[src/rtl/run_launcher.sv]
// Launch controller for a single processor run: raises start, measures the
// run length, and reports completion, timeout or abort back to the host.
//
// Ports:
//   clk            - single clock, all state changes on its rising edge
//   rst_n          - asynchronous active-low reset
//   go             - host request to launch one run (sampled in IDLE only)
//   abort          - host request to cancel the run (sampled in RUN only)
//   finish_process - completion level from the processor (clk domain)
//   start          - registered run request level to the processor
//   busy           - registered, high whenever not IDLE
//   done           - registered one-cycle pulse on normal completion
//   timeout        - registered one-cycle pulse on timeout
//   cycle_count    - measured run length, held until the next completion
module run_launcher #(
    parameter int          CNT_W          = 32,
    parameter int unsigned TIMEOUT_CYCLES = 1000000
) (
    input  logic             clk,
    input  logic             rst_n,
    input  logic             go,
    input  logic             abort,
    input  logic             finish_process,
    output logic             start,
    output logic             busy,
    output logic             done,
    output logic             timeout,
    output logic [CNT_W-1:0] cycle_count
);

    localparam logic [CNT_W-1:0] L_TMO = CNT_W'(TIMEOUT_CYCLES);
    localparam logic [CNT_W-1:0] L_ONE = CNT_W'(1);

    typedef enum logic [1:0] {
        S_IDLE,
        S_RUN,
        S_DRAIN
    } state_t;

    state_t           r_state;
    logic [CNT_W-1:0] r_cnt;
    logic [CNT_W-1:0] r_cycle_count;
    logic             r_start;
    logic             r_busy;
    logic             r_done;
    logic             r_timeout;

    state_t           w_state;
    logic [CNT_W-1:0] w_cnt;
    logic [CNT_W-1:0] w_cnt_inc;
    logic [CNT_W-1:0] w_cycle_count;
    logic             w_start;
    logic             w_busy;
    logic             w_done;
    logic             w_timeout;

    // RUN-cycle events, made mutually exclusive here so the
    // priority finish > abort > timeout lives in one place.
    logic             w_ev_fin;
    logic             w_ev_abort;
    logic             w_ev_tmo;
    logic             w_ev_none;

    assign w_cnt_inc = r_cnt + L_ONE;

    always_comb begin
        w_ev_fin   = finish_process;
        w_ev_abort = !finish_process && abort;
        w_ev_tmo   = !finish_process && !abort
                     && (w_cnt_inc == L_TMO);
        w_ev_none  = !(w_ev_fin || w_ev_abort || w_ev_tmo);
    end

    always_ff @(posedge clk or negedge rst_n) begin
        if (!rst_n) begin
            r_state       <= S_IDLE;
            r_cnt         <= '0;
            r_cycle_count <= '0;
            r_start       <= 1'b0;
            r_busy        <= 1'b0;
            r_done        <= 1'b0;
            r_timeout     <= 1'b0;
        end else begin
            r_state       <= w_state;
            r_cnt         <= w_cnt;
            r_cycle_count <= w_cycle_count;
            r_start       <= w_start;
            r_busy        <= w_busy;
            r_done        <= w_done;
            r_timeout     <= w_timeout;
        end
    end

    always_comb begin
        w_state       = r_state;
        w_cnt         = r_cnt;
        w_cycle_count = r_cycle_count;
        w_start       = r_start;
        w_busy        = r_busy;
        w_done        = 1'b0;
        w_timeout     = 1'b0;

        unique case (r_state)
            S_IDLE: begin
                // A processor still reporting finish is not yet idle,
                // so a launch waits until it drops.
                if (go && !finish_process) begin
                    w_state = S_RUN;
                    w_cnt   = '0;
                    w_start = 1'b1;
                    w_busy  = 1'b1;
                end
            end

            S_RUN: begin
                w_cnt = w_cnt_inc;
                unique case (1'b1)
                    w_ev_fin: begin
                        w_state       = S_DRAIN;
                        w_start       = 1'b0;
                        w_cycle_count = w_cnt_inc;
                        w_done        = 1'b1;
                    end
                    w_ev_abort: begin
                        w_state = S_DRAIN;
                        w_start = 1'b0;
                    end
                    w_ev_tmo: begin
                        w_state       = S_DRAIN;
                        w_start       = 1'b0;
                        w_cycle_count = L_TMO;
                        w_timeout     = 1'b1;
                    end
                    w_ev_none: begin
                        w_state = S_RUN;
                    end
                    default: begin
                        w_state = S_RUN;
                    end
                endcase
            end

            S_DRAIN: begin
                // Wait for the processor to drop finish before
                // allowing another launch.
                if (!finish_process) begin
                    w_state = S_IDLE;
                    w_busy  = 1'b0;
                end
            end

            default: begin
                w_state = S_IDLE;
                w_start = 1'b0;
                w_busy  = 1'b0;
            end
        endcase
    end

    assign start       = r_start;
    assign busy        = r_busy;
    assign done        = r_done;
    assign timeout     = r_timeout;
    assign cycle_count = r_cycle_count;

endmodule

[config.mk]
export PLATFORM = sky130hd
export DESIGN_NAME = run_launcher
export DESIGN_NICKNAME = d
export VERILOG_FILES = /design/src/rtl/run_launcher.sv
export SDC_FILE = /design/constraint.sdc
export NUM_CORES = 1
export LEC_CHECK = 0
export BUFFER_PORTS_ARGS = -buffer_cell sky130_fd_sc_hd__buf_4
export CAP_MARGIN = 15
export CORE_UTILIZATION = 60
export CTS_CLUSTER_DIAMETER = 50
export DETAILED_ROUTE_END_ITERATION = 10
export GPL_ROUTABILITY_DRIVEN = 0
export PLACE_DENSITY = 0.9
export SETUP_SLACK_MARGIN = 0.5
export SLEW_MARGIN = 20
export SYNTH_ARGS = -nofsm -noshare
export SYNTH_HDL_FRONTEND = slang
export SYNTH_SLANG_ARGS = --single-unit
[constraint.sdc]
create_clock -name clk -period 7.1 [get_ports clk]
set_input_delay 1.065 -clock clk [delete_from_list [all_inputs] [get_ports clk]]
set_output_delay 1.065 -clock clk [all_outputs]
set_load 0.02 [all_outputs]
==> key figures, run 1 <==
Cells and area
  • Final Util: 0.695
  • N_diodes: 0
  • Fin nets: 461
  • Area Growth Syn to Fin: 10.7%
  • Layout cell share with drive strength beyond 1: 0.162

Outcome
  • Outcome: finished, violations left
  • Violated checks: DRC

Clock tree
  • CTS tree: yes
  • Cts bufs inserted: 9
  • Max clock buf depth: 2
  • Worst-skew pair later-pin latency: 0.36 ns
  • CTS Sinks: 70
  • # H-tree levels: 3
  • Cts hold-fix bufs: 0
  • Clock-pin slew on the worst setup and hold paths: 0.07 ns
  • CTS resizes: 0
  • CTS root buffer: clkbuf_8
  • # Post-CTS Setup Buffers: 0

Power
  • Pwr dens: 263 nW/um2
  • Leak pwr: 2.04 nW
  • VDD IR-drop max: 0.000313 V

Min path
  • Hold-critical path endpoint: cycle_count[21]$_DFFE_PN0P_
  • Hold path depth: 1
  • Worst hold path class: register to register
  • Hold Crit Start: cycle_count[21]$_DFFE_PN0P_

Floorplan
  • Die area: 7050 um2
  • Core area: 6420 um2
  • Initial Util: 0.628
  • Std-Cell Rows: 29
  • Die X: 84.0 um
  • IO Count: 41
  • Die span in y: 84.0 um

Synthesis
  • Register area share after synthesis: 0.435
  • Async set or reset register ratio after synthesis: 1.00
  • Synthesized area per cell: 9.22 um2
  • Count of cell types in the netlist: 57
  • Post-synth EDFFs: 0
  • Mapped Nets: 444
  • Cells after Synth: 437
  • Synthesized area: 4030 um2
  • Synth warnings: 0
  • Synthesized flop and latch total: 70
  • Dominant synthesized flop cell: dfrtp_1

Drt
  • Via/cell ratio: 6.52
  • Final ANT Viol Nets: 0
  • DRC violations left: 1
  • Via count: 3482
  • WL final: 9.79 mm
  • Drt first pass iters: 8
  • Number of DRC markers in iteration 0: 540
  • Wirelength per Cell: 18.3 um

Flow run
  • Number of max-cap violations: 0

Place
  • Post-DP HPWL: 6.47 mm
  • Port Buffer Count: 40

STA
  • Fmax achieved: 282 MHz
  • Finish-stage setup viols: 0
  • Pins Over Slew Limit: 0
  • Skew final: 0.00785 ns
  • Actual slew at the worst max-slew pin: 0.861 ns
  • RSZ-0062 raised after global routing: false
  • Slew headroom: 0.426
  • Fin. Hold Viols: 0
  • Final min period: 3.54 ns
  • Final Cycle Share: 0.499
  • Total Neg Setup Slack: 0 ns

Critical path
  • Critical Path RT: 7.34 ns
  • Reg2reg end: cycle_count[18]$_DFFE_PN0P_
  • Worst Reg-to-Reg Cells: 9
  • Startpoint types: register
  • Reg-to-reg slack, setup: 3.56 ns
  • Reg-to-Reg Start: r_cnt[0]$_DFFE_PN0P_
  • Setup crit end kind: register
  • Arrival time of the worst setup path: 3.78 ns
  • Worst Path Max Fanout: 26
  • Crit Path Category: register to register

Global routing
  • Pin count of the biggest net entering global routing: 71
  • Initial antenna violation count: 0
  • Total gr overflow: 0
  • Vias in the first global route: 3277
  • GRT Util Overall: 0.296
  • First-pass GRT wire length: 16.3 mm
## cell usage in the layout (no fill, tap or decap), types with 3 or more instances in the layout
master,n
a211oi_1,3
a21o_1,5
a21oi_1,13
a22o_1,17
a31oi_1,3
and3_1,9
and4_1,3
buf_4,43
clkbuf_8,12
dfrtp_1,70
inv_1,7
mux2i_1,3
nand2_1,45
nand2b_1,3
nand3_1,9
nand4_1,12
nor2_1,37
nor2b_1,5
nor3_1,6
nor4_1,6
nor4_2,3
o21ai_0,44
o2bb2ai_1,9
o31ai_1,8
or2_2,3
or3_1,3
or4_1,4
xnor2_1,21
xor2_1,16
## cells by family (layout without fill, tap and decap cells)
kind of cell / after synthesis / after routing / synth area share
buffers and inverters: 45 / 65 / 0.0503
muxes: 4 / 4 / 0.0102
adders and majority gates: 2 / 2 / 0.00621
AOI/OAI and AO/OA: 114 / 114 / 0.187
DFF: 70 / 70 / 0.435
xor gates and xnor gates: 37 / 37 / 0.0804
and+or+nand+nor: 165 / 165 / 0.232
## layout make-up
class | count | area (um2)
clock inverter | 1 | 5.00
clock buffer | 13 | 169
timing repair buffer | 43 | 323
fill | 488 | 1960
tap | 77 | 96.3
inverter | 8 | 30.0
sequential | 70 | 1750
multi-input combinational | 322 | 2090
## cell usage after synthesis, types with 4 or more instances
cell type  number  area share
a21oi_1        13       0.016
nand4_1        12       0.019
and3_1          9       0.014
a21o_1          5      0.0093
nor4_1          6      0.0093
inv_1           7      0.0065
nand2_1        45       0.042
o2bb2ai_1       9       0.020
a22o_1         17       0.037
o21ai_0        44       0.055
nor3_1          6      0.0075
clkbuf_1       19       0.018
nor2_1         37       0.034
nor2b_1         5      0.0078
xnor2_1        21       0.046
dfrtp_1        70        0.43
buf_2          15       0.019
nand3_1         9       0.011
o31ai_1         8       0.015
or4_1           4      0.0075
xor2_1         16       0.035
## report_power, final
part / total (mW) / internal (mW) / switching [mW]
clock network: 0.296 / 0.151 / 0.144
logic: 0.367 / 0.130 / 0.236
registers: 0.513 / 0.452 / 0.0611
total: 1.18 / 0.733 / 0.442
## metrics by stage
step / setup WS [ns] / std cells / hold slack, ns / total power, mW / cell area [um2]
4_1_cts: 3.29 / 534 / 0.499 / 1.17 / 4450
5_1_grt: 3.32 / 534 / 0.509 / 1.23 / 4460
3_5_place_dp: 3.33 / 520 / 0.480 / 0.877 / 4280
2_1_floorplan: 4.02 / 437 / 0.470 / 0.750 / 4030
6_report: 3.56 / 534 / 0.493 / 1.18 / 4460
3_3_place_gp: 3.48 / 520 / 0.473 / 0.866 / 4280
## layer usage
| metal | wire length (um) | share of wire | GRT usage |
|---|---|---|---|
| met1 | 4280 | 0.44 | 0.416 |
| met2 | 4520 | 0.46 | 0.446 |
| met3 | 742 | 0.076 | 0.0445 |
| met4 | 251 | 0.026 | 0.147 |
| met5 | 0 | 0 | 0 |
## state kept, by name (all words and copies together), names as in the netlist
register	cells
cycle_count	32
r_state	2
timeout	1
done	1
busy	1
start	1
r_cnt	32
## critical path, cell delays in order, from the launching register on
cell     delay [ns]
dfrtp_1        0.49
ha_1           0.32
nand3_2        0.25
nor4_2         0.62
and4_1         0.38
mux2i_1        0.25
nand4_1        0.15
nor4_2         0.36
o21ai_4        0.27
mux2_2         0.34
## worst max path at each step
| stage | start | to | slack, ns |
|---|---|---|---|
| 2_1_floorplan | finish_process | cycle_count[28]$_DFFE_PN0P_ | 4.02 |
| 4_1_cts | r_cnt[0]$_DFFE_PN0P_ | cycle_count[18]$_DFFE_PN0P_ | 3.29 |
| 3_5_place_dp | r_cnt[0]$_DFFE_PN0P_ | cycle_count[18]$_DFFE_PN0P_ | 3.33 |
| 3_3_place_gp | finish_process | cycle_count[18]$_DFFE_PN0P_ | 3.48 |
| 6_report | r_cnt[0]$_DFFE_PN0P_ | cycle_count[18]$_DFFE_PN0P_ | 3.56 |
| 5_1_grt | r_cnt[0]$_DFFE_PN0P_ | cycle_count[18]$_DFFE_PN0P_ | 3.32 |
Power figures use the tool's default switching activity.
==> run 2: changes to the inputs <==
--- a/config.mk
+++ b/config.mk
@@ -7,11 +7,11 @@
 export LEC_CHECK = 0
 export BUFFER_PORTS_ARGS = -buffer_cell sky130_fd_sc_hd__buf_4
 export CAP_MARGIN = 15
-export CORE_UTILIZATION = 60
+export CORE_UTILIZATION = 59
 export CTS_CLUSTER_DIAMETER = 50
 export DETAILED_ROUTE_END_ITERATION = 10
 export GPL_ROUTABILITY_DRIVEN = 0
-export PLACE_DENSITY = 0.9
+export PLACE_DENSITY = 0.89
 export SETUP_SLACK_MARGIN = 0.5
 export SLEW_MARGIN = 20
 export SYNTH_ARGS = -nofsm -noshare
==> constraint.sdc (replaced) <==
create_clock -name clk -period 3.61 [get_ports clk]
set_input_delay 0.5415 -clock clk [delete_from_list [all_inputs] [get_ports clk]]
set_output_delay 0.5415 -clock clk [all_outputs]
set_load 0.02 [all_outputs]
==> run 2 against run 1 <==
The run now ends clean. Sequential share of layout area fell by 2.1 points. Non-clock buffer count increased by 16. Routed wire length up 13%. Register-to-register slack worse by 3.1 ns. Cell area is 6.4% higher. Maximum frequency grew 13%. Critical path type unchanged. Critical endpoint is now cycle_count[26]$_DFFE_PN0P_. Largest power group unchanged. Highest routed layer unchanged.
==> key figures, run 2 (synthesized netlist as in run 1, its figures left out) <==
Global routing
  • First-pass GRT wire length: 16.9 mm
  • GRT Util Overall: 0.304
  • Vias in the first global route: 3347
  • Total gr overflow: 0
  • Pin count of the biggest net entering global routing: 71
  • Initial antenna violation count: 0

Clock tree
  • Worst-skew pair later-pin latency: 0.37 ns
  • CTS root buffer: clkbuf_8
  • Cts hold-fix bufs: 0
  • # H-tree levels: 3
  • Cts bufs inserted: 9
  • Max clock buf depth: 2
  • CTS tree: yes
  • CTS Sinks: 70
  • Clock-pin slew on the worst setup and hold paths: 0.08 ns

Floorplan
  • IO Count: 41
  • Die span in y: 84.7 um
  • Die area: 7170 um2
  • Core area: 6460 um2
  • Std-Cell Rows: 29
  • Die X: 84.7 um
  • Initial Util: 0.624

Drt
  • Number of DRC markers in iteration 0: 587
  • Via count: 3740
  • Final ANT Viol Nets: 0
  • Drt first pass iters: 9
  • Wirelength per Cell: 20.0 um
  • Via/cell ratio: 6.76
  • WL final: 11.0 mm
  • DRC violations left: 0

Cells and area
  • Layout cell share with drive strength beyond 1: 0.246
  • N_diodes: 0
  • Commonest non-fill, non-tap cell in the layout: dfrtp_1
  • Area Growth Syn to Fin: 17.8%
  • Most frequent cells in the layout: dfrtp_1 (59), buf_4 (56), nand2_1 (44), o21ai_0 (44), nor2_1 (37)
  • Final Cell Area: 4750 um2
  • Fin nets: 478

Critical path
  • Critical Path RT: 3.86 ns
  • Critical-path top delay cell: or4_4
  • Reg-to-Reg Start: r_cnt[0]$_DFFE_PN0P_
  • Setup crit end kind: register
  • Crit Path Category: register to register
  • Worst setup startpoint: r_cnt[0]$_DFFE_PN0P_
  • Crit path max-delay family: simple AND/OR/NAND/NOR gates
  • CP peak stage delay: 0.54 ns
  • Arrival time of the worst setup path: 3.38 ns
  • Crit-path cells: ha_4 > and3_4 > mux2i_2 > o41ai_2 > buf_4 > nand2_2 > or4_4 > nor4_4 > o21ai_2 > buf_2 > a22o_1
  • WP buf/inv: 2
  • Startpoint types: register
  • Worst Path Max Fanout: 8

Min path
  • Worst hold path class: input pin to asynchronous set/reset pin

STA
  • Finish-stage setup viols: 0
  • Slew headroom: 0.410
  • Actual slew at the worst max-slew pin: 0.885 ns
  • Final min period: 3.12 ns
  • Worst setup margin: 0.486 ns
  • Total Neg Setup Slack: 0 ns
  • Pins Over Slew Limit: 0
  • Fin. Hold Viols: 0
  • RSZ-0062 raised after global routing: true
  • Fmax achieved: 320 MHz
  • Skew final: 0.0109 ns
  • Final Cycle Share: 0.865

Place
  • Post-DP HPWL: 6.66 mm
  • Port Buffer Count: 40
  • Pre-CTS WS: 0.330 ns
  • Placed inst area: 4330 um2

Outcome
  • Outcome: finished clean

Power
  • Pwr dens: 519 nW/um2
  • Leak pwr: 2.15 nW
  • VDD IR-drop max: 0.000491 V

Flow run
  • Number of max-cap violations: 0
-- run 2: metal layers --
metal,vias up,GRT usage,share of wire
li1,1645,-,-
met1,1768,0.419,0.40
met3,71,0.0865,0.098
met5,-,0,0
met4,0,0.136,0.039
met2,256,0.449,0.46
-- run 2: stage by stage --
step / hold slack [ns] / cells / util / total power, mW
after floorplan: 0.246 / 437 / - / 1.48
after global placement: 0.476 / 526 / 0.670 / 1.71
after detailed placement: 0.477 / 526 / 0.670 / 1.74
after CTS: 0.341 / 542 / 0.708 / 2.40
after global routing: 0.378 / 553 / 0.735 / 2.57
final: 0.267 / 553 / 0.735 / 2.46
-- run 2: cell type report --
| class | count | area, um2 |
|---|---|---|
| Clock buffer | 11 | 141 |
| Clock inverter | 5 | 58.8 |
| Fill cell | 415 | 1710 |
| Inverter | 8 | 30.0 |
| Multi-Input combinational cell | 323 | 2210 |
| Sequential cell | 70 | 1770 |
| Tap cell | 77 | 96.3 |
| Timing Repair Buffer | 59 | 448 |
-- run 2: timing repair --
item	CTS	global route
hold endpoints to repair	0	0
pin swaps	0	16
resized for setup	9	24
setup buffers	0	9
gates cloned	0	2
endpoints found under the setup margin	27	36
-- run 2: path summary, 6_finish.rpt --
path	slack, ns	to	cells after the start
max in group asynchronous	2.67	r_cnt[4]$_DFFE_PN0P_	1
min in group clk	0.48	cycle_count[25]$_DFFE_PN0P_	2
hold reg to reg	0.50	cycle_count[12]$_DFFE_PN0P_	1
hold / removal	0.27	cycle_count[9]$_DFFE_PN0P_	1
setup / recovery	0.49	cycle_count[26]$_DFFE_PN0P_	11
setup reg to reg	0.49	cycle_count[26]$_DFFE_PN0P_	11
-- run 2: worst reg2reg max path, stage by stage, from the launching register on --
cell	delay, ns
dfrtp_2	0.48
ha_4	0.21
and3_4	0.17
mux2i_2	0.15
o41ai_2	0.34
buf_4	0.18
nand2_2	0.06
or4_4	0.54
nor4_4	0.30
o21ai_2	0.14
buf_2	0.21
a22o_1	0.23
-- run 2: power by group --
group | internal [mW] | switching, mW
clock network | 0.338 | 0.312
logic | 0.291 | 0.504
registers | 0.892 | 0.127
total | 1.52 | 0.943
==> run 3: changes to the inputs <==
==> config.mk (replaced) <==
export PLATFORM = sky130hd
export DESIGN_NAME = run_launcher
export DESIGN_NICKNAME = d
export VERILOG_FILES = /design/src/rtl/run_launcher.sv
export SDC_FILE = /design/constraint.sdc
export NUM_CORES = 1
export LEC_CHECK = 0
export CAP_MARGIN = 15
export CORE_UTILIZATION = 60
export CTS_CLUSTER_DIAMETER = 50
export DETAILED_ROUTE_END_ITERATION = 10
export DONT_BUFFER_PORTS = 1
export GPL_ROUTABILITY_DRIVEN = 0
export PLACE_DENSITY = 0.76
export SETUP_SLACK_MARGIN = 0.5
export SKIP_CTS_REPAIR_TIMING = 1
export SLEW_MARGIN = 20
export SYNTH_ARGS = -nofsm -noshare
export SYNTH_HDL_FRONTEND = slang
export SYNTH_SLANG_ARGS = --single-unit
==> run 3 against run 2 <==
The flow now finishes with violations (DRC). Total power is 2.0% higher. Register-to-register slack about the same. Clock skew is 0.0049 ns lower. Via count decreased by 7.4%. Non-clock buffer count shrank 32. Global-route usage down 1.2 points. Utilization decreased by 2.0 points. Cell area shrank 3.3%.
==> key figures, run 3 (synthesized netlist as in run 1, its figures left out) <==
Clock tree
  • Cts bufs inserted: 9
  • Worst-skew pair later-pin latency: 0.36 ns
  • # H-tree levels: 3
  • CTS tree: yes
  • Max clock buf depth: 2
  • CTS root buffer: clkbuf_8
  • Clock-pin slew on the worst setup and hold paths: 0.08 ns
  • CTS Sinks: 70

Floorplan
  • Core area: 6420 um2
  • Die span in y: 84.0 um
  • IO Count: 41
  • Std-Cell Rows: 29
  • Die X: 84.0 um
  • Initial Util: 0.628
  • Die area: 7050 um2

Place
  • Post-DP HPWL: 6.49 mm
  • Port Buffer Count: 0
  • Dpl cells: 484
  • Pre-CTS WS: 0.217 ns
  • Placed inst area: 4010 um2

Cells and area
  • Post-Layout Cell Count: 520
  • Final Cell Area: 4590 um2
  • Most frequent cells in the layout: dfrtp_1 (55), nand2_1 (45), o21ai_0 (44)
  • Multi-input logic area: 2210 um2
  • N_diodes: 0
  • Final Util: 0.715
  • Sequential cell area: 1770 um2
  • Area Growth Syn to Fin: 13.9%
  • Fin nets: 445
  • Commonest non-fill, non-tap cell in the layout: dfrtp_1
  • Layout cell share with drive strength beyond 1: 0.199
  • Filler cell count: 457

STA
  • Pins Over Slew Limit: 0
  • Fmax achieved: 321 MHz
  • Final min period: 3.11 ns
  • Total Neg Setup Slack: 0 ns
  • Final Cycle Share: 0.862
  • WHS: 0.0504 ns
  • Fin. Hold Viols: 0
  • Skew final: 0.00603 ns
  • Slew headroom: 0.565
  • Worst setup margin: 0.499 ns
  • RSZ-0062 raised after global routing: true
  • Actual slew at the worst max-slew pin: 0.648 ns
  • Finish-stage setup viols: 0

Global routing
  • First-pass GRT wire length: 16.0 mm
  • GRT Util Overall: 0.293
  • Vias in the first global route: 3028
  • Pin count of the biggest net entering global routing: 71
  • Total gr overflow: 0
  • Initial antenna violation count: 0

Power
  • Pwr dens: 547 nW/um2
  • VDD IR-drop max: 0.000495 V
  • Pwr Total: 2.51 mW
  • Leak pwr: 2.01 nW

Critical path
  • Startpoint types: register
  • Critical Path RT: 3.86 ns
  • Arrival time of the worst setup path: 3.36 ns
  • CP peak stage delay: 0.54 ns
  • Worst Path Max Fanout: 7
  • Critical-path top delay cell: or4_4
  • Crit Path Category: register to register
  • Crit path max-delay family: simple AND/OR/NAND/NOR gates
  • Crit-path cells: ha_4 > and3_4 > mux2i_1 > o41ai_2 > buf_4 > nand2_1 > or4_4 > nor4_4 > o21ai_4 > buf_6 > mux2_2
  • WP buf/inv: 2
  • Reg-to-reg slack, setup: 0.50 ns
  • Setup crit end kind: register

Outcome
  • Outcome: finished, violations left
  • Violated checks: DRC

Drt
  • DRC violations left: 2
  • Final ANT Viol Nets: 0
  • Wirelength per Cell: 20.2 um
  • WL final: 10.5 mm
  • Via/cell ratio: 6.66
  • Drt first pass iters: 10
  • Number of DRC markers in iteration 0: 539
  • Via count: 3465

Min path
  • Worst hold path class: input pin to asynchronous set/reset pin

Flow run
  • Number of max-cap violations: 0
-- run 3: cell count changes in the layout (fill, tap and decap cells not counted), sizes merged --
cell and delta:
bufinv +2, clkinv -2, nand4 -1, buf -32
-- run 3: final timing paths --
check / cells after the start / start / to
max in group asynchronous: 1 / rst_n / r_cnt[2]$_DFFE_PN0P_
min in group clk: 1 / finish_process / cycle_count[30]$_DFFE_PN0P_
max: 11 / r_cnt[0]$_DFFE_PN0P_ / cycle_count[18]$_DFFE_PN0P_
max reg2reg: 11 / r_cnt[0]$_DFFE_PN0P_ / cycle_count[18]$_DFFE_PN0P_
min: 1 / rst_n / cycle_count[13]$_DFFE_PN0P_
min reg2reg: 1 / r_cnt[8]$_DFFE_PN0P_ / r_cnt[8]$_DFFE_PN0P_
-- run 3: routing by layer --
layer / GRT usage / vias up / share of wire
met5: 0 / - / 0
met2: 0.430 / 197 / 0.45
met1: 0.416 / 1648 / 0.43
met3: 0.0692 / 44 / 0.092
li1: - / 1576 / -
met4: 0.121 / 0 / 0.031
-- run 3: report_power, final --
group	total, mW	switching, mW	internal (mW)	leakage [nW]
logic	0.610	0.384	0.226	0.953
clock network	0.799	0.303	0.496	0.122
registers	1.10	0.212	0.892	0.934
-- run 3: final cells by class --
class | count | area share
Sequential cell | 70 | 0.386
Clock inverter | 5 | 0.0229
Inverter | 8 | 0.00654
Clock buffer | 11 | 0.0330
Timing Repair Buffer | 27 | 0.0504
Multi-Input combinational cell | 322 | 0.481
Tap cell | 77 | 0.0210
